### config.mk
export PLATFORM = sky130hd
export DESIGN_NAME = gpu_activity_monitor
export DESIGN_NICKNAME = d
export VERILOG_FILES = /design/src/rtl/gpu_activity_monitor.sv
export SDC_FILE = /design/constraint.sdc
export NUM_CORES = 1
export LEC_CHECK = 0
export ABC_AREA = 1
export CAP_MARGIN = 20
export CORE_MARGIN = 5
export CORE_UTILIZATION = 40
export CTS_BUF_LIST = sky130_fd_sc_hd__clkbuf_16
export DETAILED_ROUTE_END_ITERATION = 8
export GPL_TIMING_DRIVEN = 0
export SYNTH_ARGS = -nofsm -noshare
export SYNTH_HDL_FRONTEND = slang
export SYNTH_SLANG_ARGS = --single-unit
### constraint.sdc
create_clock -name clk_2GHz -period 4.3 [get_ports clk_2GHz]
set_input_delay 0.43 -clock clk_2GHz [delete_from_list [all_inputs] [get_ports clk_2GHz]]
set_output_delay 0.43 -clock clk_2GHz [all_outputs]
set_load 0.01 [all_outputs]
### src/rtl/gpu_activity_monitor.sv
// gpu_activity_monitor
//   Windowed activity counters for shader, ray-tracing and texture units,
//   plus cache-miss events. Each window is 2^WINDOW_LOG2 cycles. At the end of
//   a window the accumulators are captured into snapshot registers and
//   snap_valid pulses. A sticky alarm is raised when shader utilisation in a
//   window exceeds util_thresh.
//   Optional macro GPU_ACT_MON_PEAK_EN: tracks the peak active_threads per
//   window and reports it in gpu_status[31:16]. Without the macro,
//   gpu_status[31:16] is active_threads delayed by one cycle.
module gpu_activity_monitor #(
  parameter int unsigned NUM_SHADER_CORES = 16,
  parameter int unsigned NUM_RAY_UNITS    = 4,
  parameter int unsigned NUM_TMUS         = 8,
  parameter int unsigned WINDOW_LOG2      = 10,
  parameter int unsigned CNT_W            = 32
) (
  input  logic                        clk_2GHz,
  input  logic                        rst_n,
  input  logic                        enable,
  input  logic                        clear,
  input  logic [NUM_SHADER_CORES-1:0] shader_busy,
  input  logic [NUM_RAY_UNITS-1:0]    ray_unit_busy,
  input  logic [NUM_TMUS-1:0]         tmu_busy,
  input  logic                        cache_miss,
  input  logic [15:0]                 active_threads,
  input  logic [CNT_W-1:0]            util_thresh,
  input  logic [1:0]                  rd_sel,
  output logic [CNT_W-1:0]            rd_data,
  output logic                        snap_valid,
  output logic                        util_alarm,
  output logic [31:0]                 gpu_status
);

  typedef enum logic {IDLE, RUN} state_t;

  state_t state, state_next;

  logic [WINDOW_LOG2-1:0] win_cnt;

  logic [CNT_W-1:0] acc_shader, acc_ray, acc_tmu, acc_miss;
  logic [CNT_W-1:0] snap_shader, snap_ray, snap_tmu, snap_miss;
  logic [CNT_W-1:0] pc_shader, pc_ray, pc_tmu, pc_miss;
  logic [CNT_W-1:0] sum_shader, sum_ray, sum_tmu, sum_miss;
  logic [CNT_W-1:0] nx_shader, nx_ray, nx_tmu, nx_miss;
  logic [CNT_W-1:0] rd_mux;
  logic [15:0]      status_hi;

  logic accumulate;
  logic flush;
  logic window_done;

  function automatic logic [CNT_W-1:0] sat_add(input logic [CNT_W-1:0] a,
                                               input logic [CNT_W-1:0] b);
    logic [CNT_W:0] s;
    s = {1'b0, a} + {1'b0, b};
    return s[CNT_W] ? '1 : s[CNT_W-1:0];
  endfunction

  // Population counts of the busy vectors, widened to accumulator width
  always_comb begin
    pc_shader = '0;
    pc_ray    = '0;
    pc_tmu    = '0;
    for (int unsigned i = 0; i < NUM_SHADER_CORES; i++)
      pc_shader = pc_shader + CNT_W'(shader_busy[i]);
    for (int unsigned i = 0; i < NUM_RAY_UNITS; i++)
      pc_ray = pc_ray + CNT_W'(ray_unit_busy[i]);
    for (int unsigned i = 0; i < NUM_TMUS; i++)
      pc_tmu = pc_tmu + CNT_W'(tmu_busy[i]);
    pc_miss = CNT_W'(cache_miss);
  end

  // Saturating accumulator updates including this cycle's contribution
  always_comb begin
    sum_shader = sat_add(acc_shader, pc_shader);
    sum_ray    = sat_add(acc_ray, pc_ray);
    sum_tmu    = sat_add(acc_tmu, pc_tmu);
    sum_miss   = sat_add(acc_miss, pc_miss);
  end

  // FSM state register
  always_ff @(posedge clk_2GHz or negedge rst_n) begin
    if (!rst_n) state <= IDLE;
    else        state <= state_next;
  end

  // FSM next state and datapath control strobes
  always_comb begin
    state_next  = state;
    accumulate  = 1'b0;
    flush       = 1'b0;
    window_done = 1'b0;
    case (state)
      IDLE: begin
        if (enable) state_next = RUN;
      end
      RUN: begin
        if (!enable) begin
          state_next = IDLE;
          flush      = 1'b1;
        end else begin
          accumulate  = 1'b1;
          window_done = (win_cnt == '1);
        end
      end
      default: state_next = IDLE;
    endcase
  end

  // Next snapshot values; rd_data is muxed from these so it shows a new
  // snapshot in the same cycle snap_valid is raised
  always_comb begin
    nx_shader = snap_shader;
    nx_ray    = snap_ray;
    nx_tmu    = snap_tmu;
    nx_miss   = snap_miss;
    if (clear) begin
      nx_shader = '0;
      nx_ray    = '0;
      nx_tmu    = '0;
      nx_miss   = '0;
    end else if (window_done) begin
      nx_shader = sum_shader;
      nx_ray    = sum_ray;
      nx_tmu    = sum_tmu;
      nx_miss   = sum_miss;
    end
  end

  // Read-back select
  always_comb begin
    case (rd_sel)
      2'd0:    rd_mux = nx_shader;
      2'd1:    rd_mux = nx_ray;
      2'd2:    rd_mux = nx_tmu;
      default: rd_mux = nx_miss;
    endcase
  end

  // Snapshot registers and registered read port
  always_ff @(posedge clk_2GHz or negedge rst_n) begin
    if (!rst_n) begin
      snap_shader <= '0;
      snap_ray    <= '0;
      snap_tmu    <= '0;
      snap_miss   <= '0;
      rd_data     <= '0;
    end else begin
      snap_shader <= nx_shader;
      snap_ray    <= nx_ray;
      snap_tmu    <= nx_tmu;
      snap_miss   <= nx_miss;
      rd_data     <= rd_mux;
    end
  end

  // Accumulators, window counter, snapshot pulse and sticky alarm
  always_ff @(posedge clk_2GHz or negedge rst_n) begin
    if (!rst_n) begin
      acc_shader <= '0;
      acc_ray    <= '0;
      acc_tmu    <= '0;
      acc_miss   <= '0;
      win_cnt    <= '0;
      snap_valid <= 1'b0;
      util_alarm <= 1'b0;
    end else if (clear) begin
      acc_shader <= '0;
      acc_ray    <= '0;
      acc_tmu    <= '0;
      acc_miss   <= '0;
      win_cnt    <= '0;
      snap_valid <= 1'b0;
      util_alarm <= 1'b0;
    end else begin
      snap_valid <= window_done;
      if (flush) begin
        acc_shader <= '0;
        acc_ray    <= '0;
        acc_tmu    <= '0;
        acc_miss   <= '0;
        win_cnt    <= '0;
      end else if (accumulate) begin
        if (window_done) begin
          acc_shader <= '0;
          acc_ray    <= '0;
          acc_tmu    <= '0;
          acc_miss   <= '0;
          win_cnt    <= '0;
          if (sum_shader > util_thresh) util_alarm <= 1'b1;
        end else begin
          acc_shader <= sum_shader;
          acc_ray    <= sum_ray;
          acc_tmu    <= sum_tmu;
          acc_miss   <= sum_miss;
          win_cnt    <= win_cnt + 1'b1;
        end
      end
    end
  end

`ifdef GPU_ACT_MON_PEAK_EN
  logic [15:0] peak, peak_snap, peak_cur;

  // Running maximum including the current cycle
  always_comb begin
    peak_cur = (active_threads > peak) ? active_threads : peak;
  end

  // Peak tracker, captured at window end alongside the counters
  always_ff @(posedge clk_2GHz or negedge rst_n) begin
    if (!rst_n) begin
      peak      <= '0;
      peak_snap <= '0;
    end else if (clear) begin
      peak      <= '0;
      peak_snap <= '0;
    end else if (flush) begin
      peak      <= '0;
    end else if (accumulate) begin
      if (window_done) begin
        peak_snap <= peak_cur;
        peak      <= '0;
      end else begin
        peak      <= peak_cur;
      end
    end
  end

  // Status upper half reports the last completed window's peak
  always_comb begin
    status_hi = peak_snap;
  end
`else
  // Status upper half reports the live thread count
  always_comb begin
    status_hi = active_threads;
  end
`endif

  // Registered status word
  always_ff @(posedge clk_2GHz or negedge rst_n) begin
    if (!rst_n) begin
      gpu_status <= '0;
    end else begin
      gpu_status <= {status_hi, 10'b0, (state == RUN), util_alarm, cache_miss,
                     |tmu_busy, |ray_unit_busy, |shader_busy};
    end
  end

endmodule

# After elaboration in Yosys (flattened, before gate mapping)

Index checks and enable logic that the tools add are counted.

Word-level logic and storage cells: 103
Flip-flop bits (word level): 323
Output and inout port bits: 66

Add/subtract/negate cells: 30
Equality and inequality tests: 4
Mux-type cells: 45
$lt $le $gt $ge: 1
Reductions and logical operators: 9

Operators by type and width:

| operator                | count |
|---|---|
| $mux W32                | 28 |
| $pmux W32 S3            | 1 |
| $mux W10                | 4 |
| $add A32 B1 Y33         | 1 |
| $add A32 B16 Y33        | 1 |
| $add A32 B4 Y33         | 1 |
| $add A32 B8 Y33         | 1 |
| $gt A32 B32 Y1          | 1 |
| $add A15 B1 Y16         | 1 |
| $add A7 B1 Y8           | 2 |
| $reduce_or A16 Y1       | 1 |
| $add A14 B1 Y15         | 1 |
| $add A13 B1 Y14         | 1 |
| $add A6 B1 Y7           | 2 |
| $add A12 B1 Y13         | 1 |
| $add A11 B1 Y12         | 1 |
| $add A3 B1 Y4           | 3 |
| $add A5 B1 Y6           | 2 |
| $mux W1                 | 12 |
| $add A10 B1 Y11         | 1 |
| $add A10 B1 Y10 const B | 1 |
| $add A4 B1 Y5           | 2 |
| $add A9 B1 Y10          | 1 |
| $eq A10 B10 Y1 const B  | 1 |
| 12 further kinds        | 18 |

# Depth between registers and ports, before layout

Depth in word-level cells: 23
Gate-level depth with buffers: 29

# Worst setup path before layout

No wires, ideal clock.

Path type: input port to flip-flop
Start: input port shader_busy[0]
End: register util_alarm
Buffers on the path: 1
Slack: -0.900 ns
Setup time: 0.077 ns
Cell stages on the path: 24
Data arrival time: 5.122 ns
Required time: 4.223 ns
Cell sequence: fa_1 -> inv_1 -> fa_1 -> fa_1 -> fa_1 -> inv_1 -> fa_1 -> fa_1 -> nand2_1 -> nand3_1 -> nand3_1 -> nand2_2 -> nand4_1 -> buf_2 -> nand3_1 -> ha_1 -> nand2_1 -> nor4b_1 -> nand2_1 -> nand2_1 -> nand2_1 -> nand2_1 -> nand2_1 -> a21oi_1

Longest elaborated chain between the ends: 20

Ends and longest elaborated chain:

| element                      | line | RTL |
|---|---|---|
| from (decl)                  | 21   | `input logic [NUM_SHADER_CORES-1:0] shader_busy,` |
| $add A1 B1 Y2                | 65   | `pc_shader = pc_shader + CNT_W'(shader_busy[i]);` |
| $add A2 B1 Y3                | 65   |  |
| $add A3 B1 Y4                | 65   |  |
| $add A4 B1 Y5                | 65   |  |
| $add A5 B1 Y6                | 65   |  |
| $add A6 B1 Y7                | 65   |  |
| $add A7 B1 Y8                | 65   |  |
| $add A8 B1 Y9                | 65   |  |
| [... 4 more ...]             | n/a  |  |
| $add A13 B1 Y14              | 65   |  |
| $add A14 B1 Y15              | 65   |  |
| $add A15 B1 Y16              | 65   |  |
| $add A32 B16 Y33             | 55   | `s = {1'b0, a} + {1'b0, b};` |
| $mux W32                     | 56   | `return s[CNT_W] ? '1 : s[CNT_W-1:0];` |
| $gt A32 B32 Y1               | 190  | `if (sum_shader > util_thresh) util_alarm <= 1'b1;` |
| $reduce_bool A2 Y1 (no line) | n/a  |  |
| $reduce_and A4 Y1 (no line)  | n/a  |  |
| to (signal assigned)         | 166  | `util_alarm <= 1'b0;` |
| to (signal assigned)         | 174  | `util_alarm <= 1'b0;` |
| to (signal assigned)         | 190  |  |
| to (decl)                    | 30   | `output logic util_alarm,` |

No other way between the ends.
A chain may end at the register's enable or synchronous reset.

# Worst setup path after layout

Start: input port shader_busy[15]
End: register util_alarm

Longest elaborated chain between the ends: 6

Ends and longest elaborated chain:

| element                      | line |
|---|---|
| $add A15 B1 Y16              | 65 |
| $add A32 B16 Y33             | 55 |
| $mux W32                     | 56 |
| $gt A32 B32 Y1               | 190 |
| $reduce_bool A2 Y1 (no line) | n/a |
| $reduce_and A4 Y1 (no line)  | n/a |

No other way between the ends.

==> run_results.csv <==
group,metric,value,unit
timing,worst_clock_skew,18.9,ps
timing,setup_viol_count_final,15,
outcome,status,"finished with violations",
outcome,violations,"setup timing",
run,drv_cap,0,
timing,max_slew.worst_pin.slew,1170,ps
clock_network,ctsRootBufferMaster,"clkbuf_16",
setup_path,rr_worst_depth,23,
drt,drt_pass1_iterations,5,
floorplan,ios,149,
timing,fin_ws,-687,ps
synth,synthArstFlopShare,100,%
setup_path,worstPathArrival,5420,ps
grt,met2_usage,41.0,%
setup_path,path_common_cell,"fa_1",
final_layout,design_area,23100,µm²
drt,avgViaCountPerCell,5.14,
floorplan,die_y,225,µm
grt,grt_overflow,0,
synth,ys_ff_latch,323,
grt,antenna_found_initial,2,
grt,use_met1,32.7,%
final_layout,antennaDiodeCount,0,
timing,min_period_over_period,116,%
power,total_power,8.05,mW
final_layout,drive_above_1_share,11.7,%
placement,place_congestion,0.958,
floorplan,die-area,50500,µm²
drt,via_count,17500,
timing,slew_headroom,21.9,%
floorplan,initial_core_util,40.5,%
timing,hold_viol_final,0,
setup_path,worst_ep_required_time,4730,ps
setup_path,crit_path_top_delay_cell,"fa_1",
setup_path,rrSetupSlack,-530,ps
setup_path,critPathKind,"input port to flip-flop",
final_layout,fill_cells,4510,
power,peakVddDrop,0.000427,V
clock_network,clock_latency,570,ps
clock_network,cts_buffer_depth,3,
drt,drtIter0Drc,1266,
floorplan,die_x,225,µm
drt,wl,64.5,mm
clock_network,cts.clk_slew.worst_paths,60,ps
synth,synthCells,2540,
grt,top_usage_layer,"met2",
floorplan,rows,78,
setup_path,end_kind,"flip-flop",
drt,wl_per_cell,19.0,µm
synth,yosysSeqAreaShare,43.9,%
final_layout,synthToLayoutAreaGrowth,25.4,%
final_layout,layout.nets,2925,
grt,grt_usage,25.0,%
power,pwr_density_cell,348,nW/µm²
synth,ys_types,40,
drt,ant_nets,0,
timing,clock.fmax,0.201,GHz
synth,synth_ff_type,"dfrtp_1",
synth,yosysWarnings,0,
synth,synth_enable_flop_cells,0,
placement,port_buffers,138,
timing,drv_slew,0,
clock_network,cts_inserted_buffers,40,
floorplan,core,45500,µm²
placement,place_area,20700,µm²
synth,synth_area,18400,µm²
hold_path,hold_path_class,"input port to flip-flop",
hold_path,hold_depth,3,
setup_path,reg2reg_from,"acc_shader[0]",
drt,drc,0,
grt,grt_use_met3,4.76,%
setup_path,critPathMaxStageDelay,530,ps
clock_network,htreeDepth,2,
timing,rsz0062_at_grt,"true",
clock_network,cts_tree,"built",
timing,layout_min_cycle_time,4990,ps
grt,grt_first_pass_wirelength,97.7,mm
grt,grt_pass1_vias,17100,
hold_path,hold_end,"gpu_status[0]",
synth,syn_area_per_cell,7.26,µm²
setup_path,path_max_fanout,5,
clock_network,cts.sinks,323,
grt,grt_start_max_net_pins,95,
setup_path,r2r-end,"util_alarm",
power,p_leak,11.2,nW
hold_path,hp-start,"shader_busy[15]",
placement,detailed_place_hpwl,48.8,mm
setup_path,start_kind,"input port",
==> cell families after synthesis <==
kind of cell	share of synthesized area, %
other cells	0.0203
simple gates	34.8
flops	43.9
buf+inv	8.94
fa+ha+maj	5.77
xor+xnor	0.998
compound gates	5.65
==> layer usage <==
| layer | part of all wire (%) | routed length, µm |
|---|---|---|
| met5 | 0.031 | 20 |
| met4 | 4.2 | 2700 |
| met3 | 6.4 | 4140 |
| met2 | 47 | 30400 |
| met1 | 42 | 27300 |
==> cell type report <==
cell class | count | area, µm² | share of cell area (%)
Multi-Input combinational cell | 1861 | 9500 | 41.1
Tap cell | 600 | 751 | 3.25
Inverter | 271 | 1020 | 4.40
Timing Repair Buffer | 178 | 1790 | 7.73
Clock buffer | 41 | 1030 | 4.44
Sequential cell | 323 | 8080 | 35.0
Clock inverter | 30 | 282 | 1.22
Buffer | 94 | 662 | 2.86
==> report_power, final <==
part           internal (mW)  total [mW]  switching [mW]
sequential              3.08        3.11          0.0253
combinational          0.558        1.51           0.949
clock                   2.03        3.44            1.41
total                   5.67        8.05            2.38
==> flip-flops by register name, indices dropped and copies added (netlist names) <==
signal / cells
acc_miss: 32
win_cnt: 10
rd_data: 32
snap_valid: 1
snap_shader: 32
state: 1
acc_tmu: 32
util_alarm: 1
snap_ray: 32
snap_miss: 32
acc_ray: 32
snap_tmu: 32
gpu_status: 22
acc_shader: 32
==> metrics by stage <==
stage	worst slack (ps)	hold WS, ps	setup TNS (ps)	util (%)	instances
2_1_floorplan	-688	134	-688	-	2549
3_3_place_gp	-12240	389	-4037840	45.4	3287
3_5_place_dp	-2190	387	-106150	45.6	3290
4_1_cts	-709	83.1	-1380	49.3	3377
5_1_grt	-878	113	-4900	50.8	3398
6_report	-687	113	-2420	50.8	3398
==> worst max-delay path, delay by kind of cell <==
kind                     cells  cell delay, ps
AO/OA/AOI/OAI                5             610
adder cells (fa/ha/maj)      7            3100
buffers and inverters        5             480
AND/OR/NAND/NOR              8             760
==> timing repair <==
action	CTS	global route
gates resized for setup	99	125
gates cloned	1	1
hold buffers	1	0
setup buffers	14	20
setup endpoints to repair	97	35
pin swaps	32	42
endpoints found under the hold margin	80	0
==> synth_stat cells, types with 2 or more instances <==
| master | count | area share, % |
|---|---|---|
| a21oi_1 | 21 | 0.57 |
| a21oi_2 | 2 | 0.095 |
| a22o_1 | 18 | 0.86 |
| and2_1 | 4 | 0.14 |
| buf_1 | 4 | 0.081 |
| buf_2 | 27 | 0.73 |
| buf_4 | 13 | 0.53 |
| buf_6 | 26 | 1.6 |
| clkbuf_1 | 24 | 0.49 |
| dfrtp_1 | 323 | 44 |
| fa_1 | 20 | 2.2 |
| ha_1 | 53 | 3.6 |
| inv_1 | 270 | 5.5 |
| nand2_1 | 1066 | 22 |
| nand2_2 | 3 | 0.10 |
| nand3_1 | 188 | 5.1 |
| nand3_2 | 3 | 0.16 |
| nand3b_1 | 4 | 0.16 |
| nand4_1 | 60 | 2.0 |
| nor2_1 | 204 | 4.2 |
| nor2_2 | 5 | 0.17 |
| nor2_4 | 3 | 0.18 |
| nor3_1 | 22 | 0.60 |
| o21a_1 | 2 | 0.081 |
| o21ai_0 | 139 | 3.8 |
| o22ai_1 | 2 | 0.068 |
| or2_2 | 2 | 0.068 |
| xor2_1 | 20 | 0.95 |
==> cells in the final DEF (no fill, tap or decap), types with 4 or more instances in the layout <==
master,netlist,layout
a21oi_1,21,20
a22o_1,18,18
and2_1,4,4
buf_1,4,4
buf_2,27,30
buf_4,13,35
buf_6,26,41
bufinv_16,0,5
clkbuf_1,24,24
clkbuf_16,0,41
clkdlybuf4s50_1,0,128
clkinv_1,0,4
clkinv_2,0,6
clkinvlp_4,0,4
conb_1,1,10
dfrtp_1,323,323
fa_1,20,16
fa_2,0,4
ha_1,53,42
ha_4,0,11
inv_1,270,273
inv_2,1,6
nand2_1,1066,994
nand2_2,3,59
nand2_4,0,16
nand3_1,188,153
nand3_2,3,22
nand3_4,0,16
nand3b_1,4,4
nand4_1,60,60
nor2_1,204,201
nor2_2,5,8
nor3_1,22,21
o21ai_0,139,135
o21ai_1,0,4
xor2_1,20,20
==> worst max path at each step <==
stage | startpoint | to | slack [ps] | depth (start not counted)
2_1_floorplan | shader_busy[11] | util_alarm | -690 | 24
3_3_place_gp | rst_n | gpu_status[18] | -12240 | 1
3_5_place_dp | shader_busy[11] | util_alarm | -2190 | 26
4_1_cts | shader_busy[15] | util_alarm | -710 | 25
5_1_grt | shader_busy[15] | util_alarm | -880 | 30
6_report | shader_busy[15] | util_alarm | -690 | 25
(Power assumes the default switching activity.)
